**src/rtl/i2s_transmitter_if.sv**
```systemverilog
// Sample handshake between the upstream effects chain (master) and the I2S transmitter (slave).
interface i2s_transmitter_if;
  logic signed [15:0] leftSampleIn;
  logic signed [15:0] rightSampleIn;
  logic               sampleValid;
  logic               sampleReady;

  modport master (output leftSampleIn, output rightSampleIn, output sampleValid, input sampleReady);
  modport slave  (input leftSampleIn, input rightSampleIn, input sampleValid, output sampleReady);
endinterface

```
**src/rtl/i2s_transmitter.sv**
```systemverilog
// I2S transmitter: one-deep stereo holding register serialized into 64-BCLK frames.
// Build option I2S_TX_MUTE_ON_UNDERRUN_EN: underrun frames send silence instead of repeating the last pair.
module i2s_transmitter #(
  parameter int BCLK_DIV = 8
) (
  input  logic             CLK,
  input  logic             nRST,
  i2s_transmitter_if.slave smp,
  output logic             BCLK,
  output logic             LRCLK,
  output logic             SDATA,
  output logic             underrun
);

  if (BCLK_DIV < 2 || BCLK_DIV > 255) begin : g_div_check
    $error("BCLK_DIV must be in 2..255");
  end

  localparam logic [7:0] DIV_LAST = 8'(BCLK_DIV - 1);

  logic [7:0]  div_cnt_q, div_cnt_d;
  logic        bclk_q, bclk_d;
  logic [5:0]  bit_cnt_q, bit_cnt_d;
  logic        lrclk_q, lrclk_d;
  logic        sdata_q, sdata_d;
  logic        underrun_q, underrun_d;
  logic        hold_full_q, hold_full_d;
  logic [15:0] hold_l_q, hold_l_d;
  logic [15:0] hold_r_q, hold_r_d;
  logic [15:0] shift_l_q, shift_l_d;
  logic [15:0] shift_r_q, shift_r_d;

  logic        div_wrap;
  logic        fall_evt;
  logic        frame_load;
  logic        accept;
  logic        in_word;
  logic [4:0]  slot;
  logic [3:0]  bit_idx;
  logic [15:0] word;

  always_comb begin
    div_wrap   = (div_cnt_q == DIV_LAST);
    div_cnt_d  = div_wrap ? 8'd0 : div_cnt_q + 8'd1;
    bclk_d     = div_wrap ? ~bclk_q : bclk_q;
    fall_evt   = div_wrap && bclk_q;
    bit_cnt_d  = fall_evt ? bit_cnt_q + 6'd1 : bit_cnt_q;
    frame_load = fall_evt && (bit_cnt_q == 6'd63);
    accept     = smp.sampleValid && !hold_full_q;

    // A load in the same cycle as an accept still sees the old holding state.
    hold_l_d    = hold_l_q;
    hold_r_d    = hold_r_q;
    hold_full_d = hold_full_q;
    if (accept) begin
      hold_l_d    = smp.leftSampleIn;
      hold_r_d    = smp.rightSampleIn;
      hold_full_d = 1'b1;
    end else if (frame_load) begin
      hold_full_d = 1'b0;
    end

    shift_l_d = shift_l_q;
    shift_r_d = shift_r_q;
    if (frame_load) begin
      if (hold_full_q) begin
        shift_l_d = hold_l_q;
        shift_r_d = hold_r_q;
      end
`ifdef I2S_TX_MUTE_ON_UNDERRUN_EN
      else begin
        shift_l_d = '0;
        shift_r_d = '0;
      end
`endif
    end
    underrun_d = frame_load && !hold_full_q;

    // Slots 1..16 of each half-frame carry the word MSB first, one BCLK behind LRCLK.
    slot    = bit_cnt_d[4:0];
    in_word = (slot != 5'd0) && (slot <= 5'd16);
    bit_idx = 4'(5'd16 - slot);
    word    = bit_cnt_d[5] ? shift_r_q : shift_l_q;
    lrclk_d = lrclk_q;
    sdata_d = sdata_q;
    if (fall_evt) begin
      lrclk_d = bit_cnt_d[5];
      sdata_d = in_word && word[bit_idx];
    end
  end

  always_ff @(posedge CLK or negedge nRST) begin
    if (!nRST) begin
      div_cnt_q   <= '0;
      bclk_q      <= 1'b0;
      bit_cnt_q   <= 6'd63;
      lrclk_q     <= 1'b0;
      sdata_q     <= 1'b0;
      underrun_q  <= 1'b0;
      hold_full_q <= 1'b0;
      hold_l_q    <= '0;
      hold_r_q    <= '0;
      shift_l_q   <= '0;
      shift_r_q   <= '0;
    end else begin
      div_cnt_q   <= div_cnt_d;
      bclk_q      <= bclk_d;
      bit_cnt_q   <= bit_cnt_d;
      lrclk_q     <= lrclk_d;
      sdata_q     <= sdata_d;
      underrun_q  <= underrun_d;
      hold_full_q <= hold_full_d;
      hold_l_q    <= hold_l_d;
      hold_r_q    <= hold_r_d;
      shift_l_q   <= shift_l_d;
      shift_r_q   <= shift_r_d;
    end
  end

  assign smp.sampleReady = !hold_full_q;
  assign BCLK            = bclk_q;
  assign LRCLK           = lrclk_q;
  assign SDATA           = sdata_q;
  assign underrun        = underrun_q;

endmodule

```
**src/flat_wrapper.sv**
```systemverilog
// flat-port wrapper written by rule: the top's interface ports become plain ports
module i2s_transmitter_flat 
#(
  parameter int BCLK_DIV = 8
)
  (CLK, nRST, BCLK, LRCLK, SDATA, underrun, smp_leftSampleIn, smp_rightSampleIn, smp_sampleValid, smp_sampleReady);
  i2s_transmitter_if smp_i ();
  input  logic CLK;
  input  logic nRST;
  output logic BCLK;
  output logic LRCLK;
  output logic SDATA;
  output logic underrun;
  input wire logic [$bits(smp_i.leftSampleIn)-1:0] smp_leftSampleIn;
  input wire logic [$bits(smp_i.rightSampleIn)-1:0] smp_rightSampleIn;
  input wire logic [$bits(smp_i.sampleValid)-1:0] smp_sampleValid;
  output wire logic [$bits(smp_i.sampleReady)-1:0] smp_sampleReady;
  assign smp_i.leftSampleIn = smp_leftSampleIn;
  assign smp_i.rightSampleIn = smp_rightSampleIn;
  assign smp_i.sampleValid = smp_sampleValid;
  assign smp_sampleReady = smp_i.sampleReady;
  i2s_transmitter #(.BCLK_DIV(BCLK_DIV)) u_core (.CLK(CLK), .nRST(nRST), .smp(smp_i), .BCLK(BCLK), .LRCLK(LRCLK), .SDATA(SDATA), .underrun(underrun));
endmodule
```
**config.mk**
```make
export PLATFORM = sky130hd
export DESIGN_NAME = i2s_transmitter_flat
export DESIGN_NICKNAME = d
export VERILOG_FILES = /design/src/rtl/i2s_transmitter_if.sv /design/src/rtl/i2s_transmitter.sv /design/src/flat_wrapper.sv
export SDC_FILE = /design/constraint.sdc
export NUM_CORES = 1
export LEC_CHECK = 0
export ABC_AREA = 1
export CAP_MARGIN = 40
export CORE_MARGIN = 4
export CORE_UTILIZATION = 45
export CTS_CLUSTER_DIAMETER = 60
export DETAILED_ROUTE_END_ITERATION = 10
export PLACE_DENSITY = 0.68
export SLEW_MARGIN = 20
export SYNTH_ARGS = -nofsm -noshare
export SYNTH_HDL_FRONTEND = slang
export SYNTH_SLANG_ARGS = --single-unit
```
**constraint.sdc**
```tcl
create_clock -name CLK -period 2.1 [get_ports CLK]
set_input_delay 0.525 -clock CLK [delete_from_list [all_inputs] [get_ports CLK]]
set_output_delay 0.525 -clock CLK [all_outputs]
set_load 0.02 [all_outputs]
```
Yosys cells after proc, flatten, opt, wreduce, memory -nomap -nowiden
Cells that the tools add are included.
{"block": "op_classes", "n_eq_ne": 2, "bitwise": 1, "mux": 7, "n_reduce_logical": 10, "magnitude_cmp": 2, "add_sub_neg": 3}
{"operator": "two-way mux 16 bit", "count": 1}
{"operator": "adder 8 x 1 -> 8 bit, second input constant", "count": 1}
{"operator": "== test 8 x 3 -> 1 bit, second input constant", "count": 1}
{"operator": "two-way mux 8 bit", "count": 1}
{"operator": "adder 6 x 1 -> 6 bit, second input constant", "count": 1}
{"operator": "== test 6 bit, second input constant", "count": 1}
{"operator": "logical AND 1 bit", "count": 6}
{"operator": "two-way mux 6 bit", "count": 1}
{"operator": "<= comparator 5 bit, second input constant", "count": 1}
{"operator": "less-than comparator 4 x 5 -> 1 bit, second input constant", "count": 1}
{"operator": "nonzero test 5 bit", "count": 1}
{"operator": "binary-select mux 1 bit (select 4 bit)", "count": 1}
{"operator": "subtractor 1 x 4 -> 4 bit, first input constant", "count": 1}
{"operator": "two-way mux 1 bit", "count": 3}
{"operator": "AND reduction 2 bit", "count": 1}
{"operator": "nonzero test 2 bit", "count": 1}
{"operator": "zero test 1 bit", "count": 1}
{"operator": "NOT 1 bit", "count": 1}
{"block": "word_totals", "wordCells": 36, "ff_bits": 83, "out_inout_bits": 5}

Depth between registers and ports, before layout
Gate-level depths: netlist of run 1.
{"block": "depth", "ltp_word": 7, "mapped_depth": 15, "depth_no_buf": 15}

Least setup slack after synthesis of run 1
No wires, ideal clock.
{"block": "synth_timing", "path_type": "reg2reg", "start": "register u_core.div_cnt_q[0]", "end": "register u_core.sdata_q (netlist: u_core.SDATA)", "path_slack_ns": -0.135, "arrival_ns": 2.118, "setup_time_ns": 0.116, "synth_period_minus_slack_ns": 2.235, "path_stages_with_launch": 15, "required_ns": 1.984, "path_cell_list": "dfrtp_1 > ha_1 > nand3_2 > nor2_4 > nand2_2 > xor2_1 > buf_2 > ha_1 > inv_1 > nand3_1 > nand3_1 > nand3_1 > nand2_1 > nand2_1 > nand2_1"}
{"block": "synth_via", "elab_chain_cells": 7, "word_cells_on_any_way": 11, "classes_between": "add/sub: 1; order compare: 1; eq/ne: 1; mux: 4; reduce/logical: 4"}
{"item": "start, declared", "line_no": "i2s_transmitter.sv:21", "text": "logic [7:0] div_cnt_q, div_cnt_d;"}
{"item": "start signal, assigned", "line_no": "i2s_transmitter.sv:106", "text": "div_cnt_q <= div_cnt_d;"}
{"item": "== test 8 x 3 -> 1 bit *", "line_no": "i2s_transmitter.sv:43", "text": "div_wrap = (div_cnt_q == DIV_LAST);"}
{"item": "logical AND 1 bit *", "line_no": "i2s_transmitter.sv:46", "text": "fall_evt = div_wrap && bclk_q;"}
{"item": "two-way mux 6 bit", "line_no": "i2s_transmitter.sv:47", "text": "bit_cnt_d = fall_evt ? bit_cnt_q + 6'd1 : bit_cnt_q;"}
{"item": "subtractor 1 x 4 -> 4 bit or two-way mux 16 bit (tied branches)", "line_no": "i2s_transmitter.sv:82, i2s_transmitter.sv:83"}
{"item": "binary-select mux 1 bit (select 4 bit)", "line_no": "i2s_transmitter.sv:88", "text": "sdata_d = in_word && word[bit_idx];"}
{"item": "two-way mux 1 bit (implied by the code)", "line_no": "i2s_transmitter.sv:88"}
{"item": "logical AND 1 bit", "line_no": "i2s_transmitter.sv:88"}
{"item": "end signal, assigned", "line_no": "i2s_transmitter.sv:110", "text": "sdata_q <= sdata_d;"}
{"item": "end, declared", "line_no": "i2s_transmitter.sv:25", "text": "logic sdata_q, sdata_d;"}
Mark *: on every way between the ends. The rest lies on a longest branch, timed or not. The select of a mux whose other input is x is not followed.
A chain may end at the register's enable or synchronous reset.

Worst setup path in the final report of run 1
{"block": "layout_timing", "start": "register u_core.div_cnt_q[1]", "end": "register u_core.sdata_q (netlist: u_core.SDATA)"}
{"block": "layout_via", "elab_chain_cells": 7, "word_cells_on_any_way": 11, "classes_between": "add/sub: 1; order compare: 1; eq/ne: 1; mux: 4; reduce/logical: 4"}
{"item": "== test 8 x 3 -> 1 bit *", "line_no": "i2s_transmitter.sv:43"}
{"item": "logical AND 1 bit *", "line_no": "i2s_transmitter.sv:46"}
{"item": "two-way mux 6 bit *", "line_no": "i2s_transmitter.sv:47"}
{"item": "named net u_core.bit_cnt_d[1]", "line_no": "i2s_transmitter.sv:23", "text": "logic [5:0] bit_cnt_q, bit_cnt_d;"}
{"item": "subtractor 1 x 4 -> 4 bit", "line_no": "i2s_transmitter.sv:82", "text": "bit_idx = 4'(5'd16 - slot);"}
{"item": "binary-select mux 1 bit (select 4 bit)", "line_no": "i2s_transmitter.sv:88"}
{"item": "two-way mux 1 bit (implied by the code)", "line_no": "i2s_transmitter.sv:88"}
{"item": "logical AND 1 bit *", "line_no": "i2s_transmitter.sv:88"}
Mark *: on every way through the listed nets, which the timed path passes. The rest lies on a longest branch. The select of a mux whose other input is x is not followed.

==> impl_results.md, run 1 <==
- Total Die Area: 9710 um2
- Max-slew headroom: 78.6%
- Syn Nets: 440
- Reg power frac: 59.0%
- TritonCTS buffer count: 9
- Area of the multi-input gates: 1560 um2
- Net switching fraction of the power: 22.5%
- Post-route ant nets: 0
- # fillers: 695
- Kind of critical path: reg -> reg
- RSZ-0062 raised after global routing: true
- DRC viols: 0
- Worst reg2reg setup slack: 0.08 ns
- Core Box Area: 7850 um2
- Gate count of the mapped netlist: 402
- Top_reg_cell synth: dfrtp_1
- Placer Congestion: 0.861
- Commonest cells in the synthesized netlist: 110 x nand2_1, 77 x dfrtp_1, 42 x nand3_1
- Setup Slack @ Placement: -0.0213 ns
- Clock share of power: 35.5%
- Fmax: 494 MHz
- Clk root buf: clkbuf_8
- First-pass GRT wire length: 13,400 um
- Storage cell area: 2090 um2
- FP Rows: 32
- Crit share post-route: 96.3%
- Fin. max-slew vios: 0
- Max cap viols: 0
- Yosys warns: 0
- Crit path launch type: register
- Design Power: 2.83 mW
- Setup crit end kind: register
- Internal: 2.19 mW
- Pwr Density: 599 nW/um2
- Sw Pwr: 0.637 mW
- DRC violation total after the first TritonRoute iteration: 114
- Worst EP arrival: 2.26 ns
- Setup TNS: 0 ns
- Ports: 40
- Post-DR vias/cell: 4.82
- Largest net degree at the start of global routing: 50
- Width of the die: 98.6 um
- Final Worst Setup Slack: 0.0771 ns
- Via count: 2,751
- Top-count cell post-synth: nand2_1
- H-Tree Depth: 3
- Clock Latency Late Sink: 0.35 ns
- Hold crit path type: in -> async
- Area contributors post-synth: dfrtp_1 52%, nand2_1 11%, nand3_1 5.7%
- Vias in the first global route: 2,929
- Area leader, netlist: dfrtp_1
- Slew @ Worst Pin: 0.321 ns
- Pleak: 2.30 nW
- Die height: 98.6 um
- Critical-path maximum fanout: 5
- Iteration count of the initial detailed-routing pass: 4
- Distinct cells, synth: 32
- Area grow syn2layout: 28.0%
- Mean area per synthesized cell: 9.18 um2
- Post-synth EDFFs: 0
- Nets: 503
- Non-Filler Instances: 571
- Clock-pin slew of the registers on the worst-case setup and hold paths: 0.08 ns
- Share of cells above drive strength 1: 22.8%
- Clk buf depth: 2
- Status: complete, no violations
- Worst path required time: 2.34 ns
- Logic pwr share: 5.5%
- Setup Skew: 0.00983 ns
- Fin. Hold Viols: 0
- Seq/Total Area, Yosys: 56.5%
- Clock Sinks: 83
- Dpl cells: 552
- Hpwl dp: 5460 um
- Initial antenna violation count: 0
- All-Layer GR Usage: 16.9%
- ANT cells: 0
- Final wirelength: 7530 um
- Min cycle time layout: 2.02 ns
- CTS tree: built
- # port buffers: 39
- Synth top area share: 52.2%
- Ys async rst share: 100%
- Final setup viols: 0
- Wire per inst: 13.2 um
- Post-Syn Area: 3690 um2
- Initial core utilization: 47.0%
- Worst vdd ir: 0.374 mV
- Number of synthesized register bits: 83
- Gr ovfl total: 0
==> routing by layer <==
layer | track usage [%] | vias up | part of all wire [%]
met1 | 21.4 | 1295 | 44
li1 | - | 1403 | -
met4 | 5.57 | 0 | 1.8
met2 | 28.4 | 38 | 50
met3 | 4.39 | 15 | 3.6
met5 | 0 | - | 0
==> layout by cell type, fill, tap and decap left out, drive strengths merged <==
cell and instances:
nand2 114, ha 3, and3 1, nand3b 1, o21ai 21, nand4 1
nor3 2, nor3b 2, nor2 35, clkinvlp 3, xor2 7, or2 2
clkinv 1, dfstp 6, buf 27, clkbuf 11, clkdlybuf4s50 37, inv 38
mux2 15, dlygate4sd2 1, nand3 44, a21oi 18, xnor2 2, dfrtp 77
==> worst max-delay path, cell delays in order, from the launching register on <==
cell,delay (ns)
dfrtp_1,0.40
ha_4,0.17
nand3_4,0.10
nor3_4,0.25
nand2_1,0.10
nand2_2,0.09
inv_2,0.05
ha_4,0.30
inv_4,0.06
nand3_1,0.09
nand3_2,0.08
nand3_2,0.07
nand2_2,0.06
nand2_1,0.05
nand2_1,0.05
==> registers in the layout (all words and copies together), names as in the netlist <==
register,flops
u_core.hold_l_q,16
u_core.hold_r_q,16
u_core.shift_l_q,16
u_core.shift_r_q,16
u_core.div_cnt_q,8
u_core.bit_cnt_q,6
u_core.BCLK,1
u_core.LRCLK,1
u_core.SDATA,1
u_core.hold_full_q,1
u_core.underrun,1
==> timing repair <==
item | CTS | global route
hold buffers | 0 | 0
setup endpoints to repair | 4 | 34
pin swaps | 1 | 11
setup buffers | 1 | 3
gates resized for setup | 7 | 34
==> power groups by stage <==
stage	logic (mW)	clock network, mW	registers, mW
6_report	0.155	1.01	1.67
5_1_grt	0.176	1.13	1.68
2_1_floorplan	0.0491	0	1.70
4_1_cts	0.161	1.04	1.67
3_5_place_dp	0.161	0	1.70
3_3_place_gp	0.156	0	1.70
==> cell families after synthesis <==
logic type | share of synthesized area [%]
simple gates | 24.3
buf+inv | 5.87
compound gates | 5.39
flops | 56.5
xor+xnor | 2.34
mux | 4.58
fa+ha+maj | 1.02
==> per-stage QoR <==
step           cell area (um2)  hold slack [ns]  util, %
2_1_floorplan             3710            0.229        -
3_3_place_gp              4350            0.413     55.5
3_5_place_dp              4350            0.412     55.5
4_1_cts                   4570           0.0366     58.2
5_1_grt                   4720           0.0354     60.2
6_report                  4720           0.0365     60.2
==> path summary, 6_finish.rpt <==
kind,startpoint,endpoint,depth (start not counted)
min in group CLK,u_core.hold_r_q[2],u_core.shift_r_q[2],2
max,u_core.div_cnt_q[1],u_core.SDATA,14
max in group asynchronous,nRST,u_core.bit_cnt_q[4],2
max reg2reg,u_core.div_cnt_q[1],u_core.SDATA,14
min,nRST,u_core.div_cnt_q[2],1
min reg2reg,u_core.hold_r_q[2],u_core.shift_r_q[2],2
==> final cells by class <==
class / count / area share (%)
sequential: 83 / 44.2
multi-input combinational: 268 / 33.1
timing repair buffer: 65 / 13.3
inverter: 38 / 3.18
clock buffer: 11 / 2.99
tap: 102 / 2.70
clock inverter: 4 / 0.583
Power figures use the tool's default switching activity.
==> inputs of run 2 (changes only) <==
--- a/config.mk
+++ b/config.mk
@@ -8,11 +8,11 @@
 export ABC_AREA = 1
 export CAP_MARGIN = 40
 export CORE_MARGIN = 4
-export CORE_UTILIZATION = 45
+export CORE_UTILIZATION = 50
 export CTS_CLUSTER_DIAMETER = 60
 export DETAILED_ROUTE_END_ITERATION = 10
-export PLACE_DENSITY = 0.68
-export SLEW_MARGIN = 20
+export PLACE_DENSITY = 0.75
+export REMOVE_ABC_BUFFERS = 1
 export SYNTH_ARGS = -nofsm -noshare
 export SYNTH_HDL_FRONTEND = slang
 export SYNTH_SLANG_ARGS = --single-unit
==> impl_results.md, run 2 (synthesized netlist as in run 1, its figures left out) <==
- Clk root buf: clkbuf_8 (unchanged)
- RSZ-0062 raised after global routing: true (unchanged)
- Worst EP arrival: 2.41 ns (was 2.26 ns)
- Nets: 500 (was 503)
- Placer Congestion: 0.937 (was 0.861)
- Die height: 93.9 um (was 98.6 um)
- Vias in the first global route: 2,799 (was 2,929)
- Worst path slowest cell: dfrtp_1 (unchanged)
- Hold buffers post-CTS: 0 (unchanged)
- Critical path's largest stage delay: 0.43 ns (was 0.40 ns)
- Clock-pin slew of the registers on the worst-case setup and hold paths: 0.08 ns (about the same)
- Core Box Area: 7210 um2 (was 7850 um2)
- Sw Pwr: 0.621 mW (was 0.637 mW)
- Iteration count of the initial detailed-routing pass: 4 (unchanged)
- Kind of critical path: reg -> reg (unchanged)
- Ports: 40 (unchanged)
- WP buf/inv: 2 (unchanged)
- CTS tree: built (unchanged)
- Hpwl dp: 4990 um (was 5460 um)
- H-Tree Depth: 3 (unchanged)
- Final wirelength: 7060 um (was 7530 um)
- Top cell by count, worst path: nand2_1 (unchanged)
- Fin. Hold Viols: 0 (unchanged)
- Width of the die: 93.9 um (was 98.6 um)
- Hold crit path type: in -> async (unchanged)
- Setup TNS: -0.0195 ns (was 0 ns)
- FP Rows: 31 (was 32)
- Clock Sinks: 83 (unchanged)
- Failing checks: setup timing
- Dpl cells: 541 (was 552)
- Setup Skew: 0.00887 ns (was 0.00983 ns)
- Pleak: 2.28 nW (was 2.30 nW)
- Commonest non-fill, non-tap cell in the layout: nand2_1 (unchanged)
- Delay-heaviest family, CP: simple AND/OR/NAND/NOR gates (unchanged)
- Initial core utilization: 51.1% (was 47.0%)
- Post-DR vias/cell: 4.89 (was 4.82)
- Slew @ Worst Pin: 0.459 ns (was 0.321 ns)
- Net switching fraction of the power: 22.3% (was 22.5%)
- # fillers: 626 (was 695)
- Total Die Area: 8820 um2 (was 9710 um2)
- # port buffers: 39 (unchanged)
- Crit share post-route: 101% (was 96.3%)
- Min cycle time layout: 2.12 ns (was 2.02 ns)
- Pwr Density: 602 nW/um2 (was 599 nW/um2)
- First-pass GRT wire length: 12,100 um (was 13,400 um)
- Status: complete, but fails checks (was complete, no violations)
- Final setup viols: 1 (was 0)
- Worst path cell trace: ha_4 -> nand3_4 -> nor2_4 -> nand2_4 -> buf_4 -> nor2_1 -> xor2_1 -> nand3b_1 -> nand2_1 -> inv_1 -> nand3_1 -> nand2_1 -> nand2_1 -> nand2_1 (was ha_4 -> nand3_4 -> nor3_4 -> nand2_1 -> nand2_2 -> inv_2 -> ha_4 -> inv_4 -> nand3_1 -> nand3_2 -> nand3_2 -> nand2_2 -> nand2_1 -> nand2_1)
- TritonCTS buffer count: 9 (unchanged)
- Max cap viols: 0 (unchanged)
- Worst vdd ir: 0.378 mV (was 0.374 mV)
- Initial antenna violation count: 0 (unchanged)
- Reg power frac: 60.2% (was 59.0%)
- Area grow syn2layout: 25.0% (was 28.0%)
- Clock share of power: 34.3% (was 35.5%)
- Non-Filler Instances: 566 (was 571)
- Internal: 2.16 mW (was 2.19 mW)
- Setup crit end kind: register (unchanged)
- Logic pwr share: 5.5% (about the same)
- Wire per inst: 12.5 um (was 13.2 um)
- Largest net degree at the start of global routing: 50 (unchanged)
- Fmax: 472 MHz (was 494 MHz)
- Leading cell types in the layout, fill and taps excluded: 105 x nand2_1, 77 x dfrtp_1, 40 x nand3_1 (was 105 x nand2_1, 76 x dfrtp_1, 37 x clkdlybuf4s50_1)
- Clk buf depth: 2 (unchanged)
- Clock Latency Late Sink: 0.34 ns (was 0.35 ns)
- Gr ovfl total: 0 (unchanged)
- Critical-path maximum fanout: 5 (unchanged)
- Crit path launch type: register (unchanged)
- ANT cells: 0 (unchanged)
- Final Worst Setup Slack: -0.0195 ns (was 0.0771 ns)
- DRC violation total after the first TritonRoute iteration: 160 (was 114)
- All-Layer GR Usage: 17.4% (was 16.9%)
- Via count: 2,767 (was 2,751)
- DRC viols: 0 (unchanged)
- Worst path required time: 2.39 ns (was 2.34 ns)
- Post-route ant nets: 0 (unchanged)
- Max-slew headroom: 69.4% (was 78.6%)
- Fin. max-slew vios: 0 (unchanged)
- Share of cells above drive strength 1: 20.1% (was 22.8%)
==> run 2: changes by cell type in the layout (fill, tap and decap cells not counted), sizes merged <==
cell and delta:
buf -3, clkbuf -1, clkinv +4, clkinvlp -2
==> run 2: final timing paths <==
kind	startpoint	to	slack (ns)	cells after the start
max	u_core.div_cnt_q[1]	u_core.SDATA	-0.02	14
min	nRST	u_core.div_cnt_q[4]	0.12	1
max reg2reg	u_core.div_cnt_q[1]	u_core.SDATA	-0.02	14
min reg2reg	u_core.hold_full_q	u_core.underrun	0.46	1
max in group asynchronous	nRST	u_core.hold_r_q[9]	1.36	2
min in group CLK	u_core.hold_full_q	u_core.underrun	0.46	1
==> run 2: power groups by stage <==
stage / Combinational (mW) / Clock [mW] / Sequential [mW]
after floorplan: 0.0491 / 0 / 1.70
after global placement: 0.153 / 0 / 1.70
after detailed placement: 0.159 / 0 / 1.70
after CTS: 0.159 / 0.983 / 1.67
after global routing: 0.174 / 1.06 / 1.68
final: 0.153 / 0.954 / 1.67
==> run 2: worst reg2reg max path: stages (launching register included) <==
cell,delay (ns)
dfrtp_1,0.43
ha_4,0.18
nand3_4,0.10
nor2_4,0.15
nand2_4,0.08
buf_4,0.16
nor2_1,0.11
xor2_1,0.27
nand3b_1,0.16
nand2_1,0.09
inv_1,0.07
nand3_1,0.08
nand2_1,0.07
nand2_1,0.05
nand2_1,0.06
==> run 2: stage by stage <==
step           util (%)  worst slack, ns  power (mW)  instance area, um2  hold WS, ns
2_1_floorplan         -           -0.307        1.75                3620        0.229
3_3_place_gp       59.1           0.0280        1.85                4260        0.453
3_5_place_dp       59.1           -0.174        1.86                4260        0.456
4_1_cts            61.9          -0.0456        2.81                4460        0.133
5_1_grt            63.9           -0.164        2.91                4610        0.147
6_report           63.9          -0.0195        2.78                4610        0.125
==> run 2: area by class of cell <==
class                           count  area (um2)  area share, %
Multi-Input combinational cell    268        1500           32.4
Timing Repair Buffer               62         596           12.9
Tap cell                           99         124           2.69
Inverter                           38         153           3.31
Clock buffer                       10         128           2.77
Clock inverter                      6        32.5          0.705
Sequential cell                    83        2080           45.2
==> run 2: what timing repair did <==
action	in CTS	in global routing
endpoints found under the setup margin	34	33
pin swaps	1	13
cloned	0	0
resized for setup	8	23
setup buffers	0	9
==> run 2: per-layer routing <==
metal | global-route usage, % | wire, um | part of all wire [%] | up-vias
met2 | 30.0 | 3510 | 50 | 42
met4 | 6.14 | 108 | 1.5 | 0
met5 | 0 | 0 | 0 | -
met3 | 3.85 | 240 | 3.4 | 11
met1 | 21.4 | 3190 | 45 | 1313
li1 | - | - | - | 1401
==> inputs of run 3 (changes only) <==
--- a/config.mk
+++ b/config.mk
@@ -8,10 +8,11 @@
 export ABC_AREA = 1
 export CAP_MARGIN = 40
 export CORE_MARGIN = 4
-export CORE_UTILIZATION = 50
+export CORE_UTILIZATION = 53
+export CTS_BUF_LIST = sky130_fd_sc_hd__clkbuf_2
 export CTS_CLUSTER_DIAMETER = 60
 export DETAILED_ROUTE_END_ITERATION = 10
-export PLACE_DENSITY = 0.75
+export PLACE_DENSITY = 0.79
 export REMOVE_ABC_BUFFERS = 1
 export SYNTH_ARGS = -nofsm -noshare
 export SYNTH_HDL_FRONTEND = slang
==> impl_results.md, run 3 (synthesized netlist as in run 1, its figures left out) <==
- Placer Congestion: 0.934 (was 0.937)
- Worst Hold Slack: 0.469 ns (was 0.125 ns)
- Worst path slowest cell: dfrtp_1 (unchanged)
- Non-Filler Instances: 562 (was 566)
- Sw Pwr: 0.591 mW (was 0.621 mW)
- Vias in the first global route: 2,788 (was 2,799)
- Fmax: 475 MHz (was 472 MHz)
- Design Power: 2.61 mW (was 2.78 mW)
- Worst reg2reg setup slack: -0.004 ns (was -0.02 ns)
- Dpl cells: 538 (was 541)
- Core Box Area: 6790 um2 (was 7210 um2)
- Metal-1 WL: 3160 um (was 3190 um)
- DRC viols: 0 (unchanged)
- DRC violation total after the first TritonRoute iteration: 142 (was 160)
- Die height: 91.4 um (was 93.9 um)
- Uppermost routed layer: met4 (unchanged)
- Final setup viols: 1 (unchanged)
- Fin. Hold Viols: 0 (unchanged)
- Pwr Density: 569 nW/um2 (was 602 nW/um2)
- Min cycle time layout: 2.10 ns (was 2.12 ns)
- Final Worst Setup Slack: -0.00371 ns (was -0.0195 ns)
- RSZ-0062 raised after global routing: true (unchanged)
- Total Die Area: 8360 um2 (was 8820 um2)
- Setup Skew: 0.0201 ns (was 0.00887 ns)
- Gr ovfl total: 0 (unchanged)
- Clk buf depth: 2 (unchanged)
- Fin. max-slew vios: 0 (unchanged)
- Kind of critical path: reg -> reg (unchanged)
- Post-route ant nets: 0 (unchanged)
- Clock share of power: 30.0% (was 34.3%)
- R2R depth: 14 (unchanged)
- Pleak: 2.29 nW (was 2.28 nW)
- Hold crit path type: in -> async (unchanged)
- Crit share post-route: 100% (was 101%)
- Initial core utilization: 54.3% (was 51.1%)
- # port buffers: 39 (unchanged)
- Top cell by count, worst path: nand2_2 (was nand2_1)
- Status: complete, but fails checks (unchanged)
- Area of the multi-input gates: 1550 um2 (was 1500 um2)
- Hpwl dp: 4830 um (was 4990 um)
- Via count: 2,839 (was 2,767)
- All-Layer GR Usage: 18.2% (was 17.4%)
- # fillers: 522 (was 626)
- Ports: 40 (unchanged)
- Worst path cell trace: ha_4 -> nand3_4 -> nor3_4 -> nand2_1 -> nand2_2 -> inv_2 -> ha_4 -> inv_4 -> nand3_1 -> nand3_1 -> nand3_2 -> nand2_2 -> nand2_2 -> nand2_2 (was ha_4 -> nand3_4 -> nor2_4 -> nand2_4 -> buf_4 -> nor2_1 -> xor2_1 -> nand3b_1 -> nand2_1 -> inv_1 -> nand3_1 -> nand2_1 -> nand2_1 -> nand2_1)
- Clock Latency Late Sink: 0.51 ns (was 0.34 ns)
- Critical-path maximum fanout: 5 (unchanged)
- Commonest non-fill, non-tap cell in the layout: nand2_1 (unchanged)
- Clock Sinks: 83 (unchanged)
- Share of cells above drive strength 1: 21.7% (was 20.1%)
- Failing checks: setup timing (unchanged)
- R2r endpoint: u_core.SDATA (unchanged)
- Initial antenna violation count: 0 (unchanged)
- Final wirelength: 7320 um (was 7060 um)
- H-Tree Depth: 3 (unchanged)
- CTS tree: built (unchanged)
- Iteration count of the initial detailed-routing pass: 4 (unchanged)
- Wire per inst: 13.0 um (was 12.5 um)
- Largest net degree at the start of global routing: 50 (unchanged)
- Setup crit end kind: register (unchanged)
- Placed cell area: 4250 um2 (was 4260 um2)
- Crit path launch type: register (unchanged)
- Met3 wire length: 314 um (was 240 um)
- Worst path required time: 2.52 ns (was 2.39 ns)
- Slew @ Worst Pin: 0.452 ns (was 0.459 ns)
- Clk root buf: clkbuf_2 (was clkbuf_8)
- Nets: 500 (unchanged)
- First-pass GRT wire length: 12,300 um (was 12,100 um)
- Worst vdd ir: 0.329 mV (was 0.378 mV)
- Clock-pin slew of the registers on the worst-case setup and hold paths: 0.21 ns (was 0.08 ns)
- Logic pwr share: 6.0% (was 5.5%)
- FF-to-FF Start: u_core.div_cnt_q[0] (was u_core.div_cnt_q[1])
- Storage cell area: 2080 um2 (unchanged)
- Max-slew headroom: 69.8% (was 69.4%)
- Area grow syn2layout: 24.6% (was 25.0%)
- Width of the die: 91.4 um (was 93.9 um)
- Reg power frac: 64.0% (was 60.2%)
- Max cap viols: 0 (unchanged)
- Net switching fraction of the power: 22.6% (was 22.3%)
- FP Rows: 30 (was 31)
- Critical path's largest stage delay: 0.45 ns (was 0.43 ns)
- Post-DR vias/cell: 5.05 (was 4.89)
- Worst EP arrival: 2.53 ns (was 2.41 ns)
- ANT cells: 0 (unchanged)
- Fin area: 4600 um2 (was 4610 um2)
- Leading cell types in the layout, fill and taps excluded: 104 x nand2_1, 77 x dfrtp_1, 36 x nand3_1 (was 105 x nand2_1, 77 x dfrtp_1, 40 x nand3_1)
- Setup TNS: -0.00371 ns (was -0.0195 ns)
- Internal: 2.02 mW (was 2.16 mW)
- TritonCTS buffer count: 9 (unchanged)
- Met2 WL: 3720 um (was 3510 um)
==> run 3: cell types whose count changed in the layout (fill, tap and decap cells not counted), sizes merged <==
cell           delta
dlymetal6s2s      +1
clkinv            -3
clkdlybuf4s50     -2
clkbuf            +3
dlygate4sd3       +1
buf               -1
clkinvlp          -1
bufinv            +1
==> run 3: how the worst max path moves through the flow <==
stage / startpoint / to / slack [ns] / cells past startpoint
2_1_floorplan: u_core.div_cnt_q[0] / u_core.SDATA / -0.31 / 13
3_3_place_gp: u_core.div_cnt_q[0] / u_core.SDATA / -0.06 / 13
3_5_place_dp: u_core.div_cnt_q[0] / u_core.SDATA / -0.15 / 13
4_1_cts: u_core.div_cnt_q[1] / u_core.SDATA / 0.002 / 14
5_1_grt: u_core.div_cnt_q[0] / u_core.SDATA / -0.15 / 14
6_report: u_core.div_cnt_q[0] / u_core.SDATA / -0.004 / 14
==> run 3: stage by stage <==
stage,utilization (%),worst slack (ns)
finish,67.7,-0.00371
global route,67.7,-0.145
global placement,62.6,-0.0614
floorplan,-,-0.307
CTS,65.3,0.00228
detailed placement,62.6,-0.148
==> run 3: routing by layer <==
layer	up-vias	GRT usage, %
met2	65	30.9
met1	1357	23.2
met3	10	4.47
met5	-	0
met4	0	5.03
li1	1407	-
==> run 3: layout make-up <==
class / instances / area share, %
well taps: 96 / 2.61
multi-input cells: 268 / 33.7
flip-flops and latches: 83 / 45.3
clock inverters: 3 / 0.871
repair buffers: 62 / 13.0
clock buffers: 12 / 1.31
inverters: 38 / 3.27
==> run 3: repair_timing <==
action,4_1_cts,5_1_grt
hold buffers,1,0
resized for setup,11,34
endpoints found under the hold margin,31,0
buffers inserted,4,4
pin swaps,3,11
endpoints found under the setup margin,32,13
==> run 3: critical path: cells and delay by family (launching register included) <==
| family | cells | cell delay, ns |
|---|---|---|
| and+or+nand+nor | 10 | 1.02 |
| buffers and inverters | 2 | 0.10 |
| DFF | 1 | 0.45 |
| adders and majority gates | 2 | 0.46 |
==> run 3: power groups by stage <==
stage | combinational (mW) | clock [mW] | sequential (mW)
floorplan | 0.0491 | 0 | 1.70
global placement | 0.153 | 0 | 1.70
detailed placement | 0.161 | 0 | 1.70
CTS | 0.163 | 0.795 | 1.67
global route | 0.180 | 0.859 | 1.68
finish | 0.158 | 0.784 | 1.67
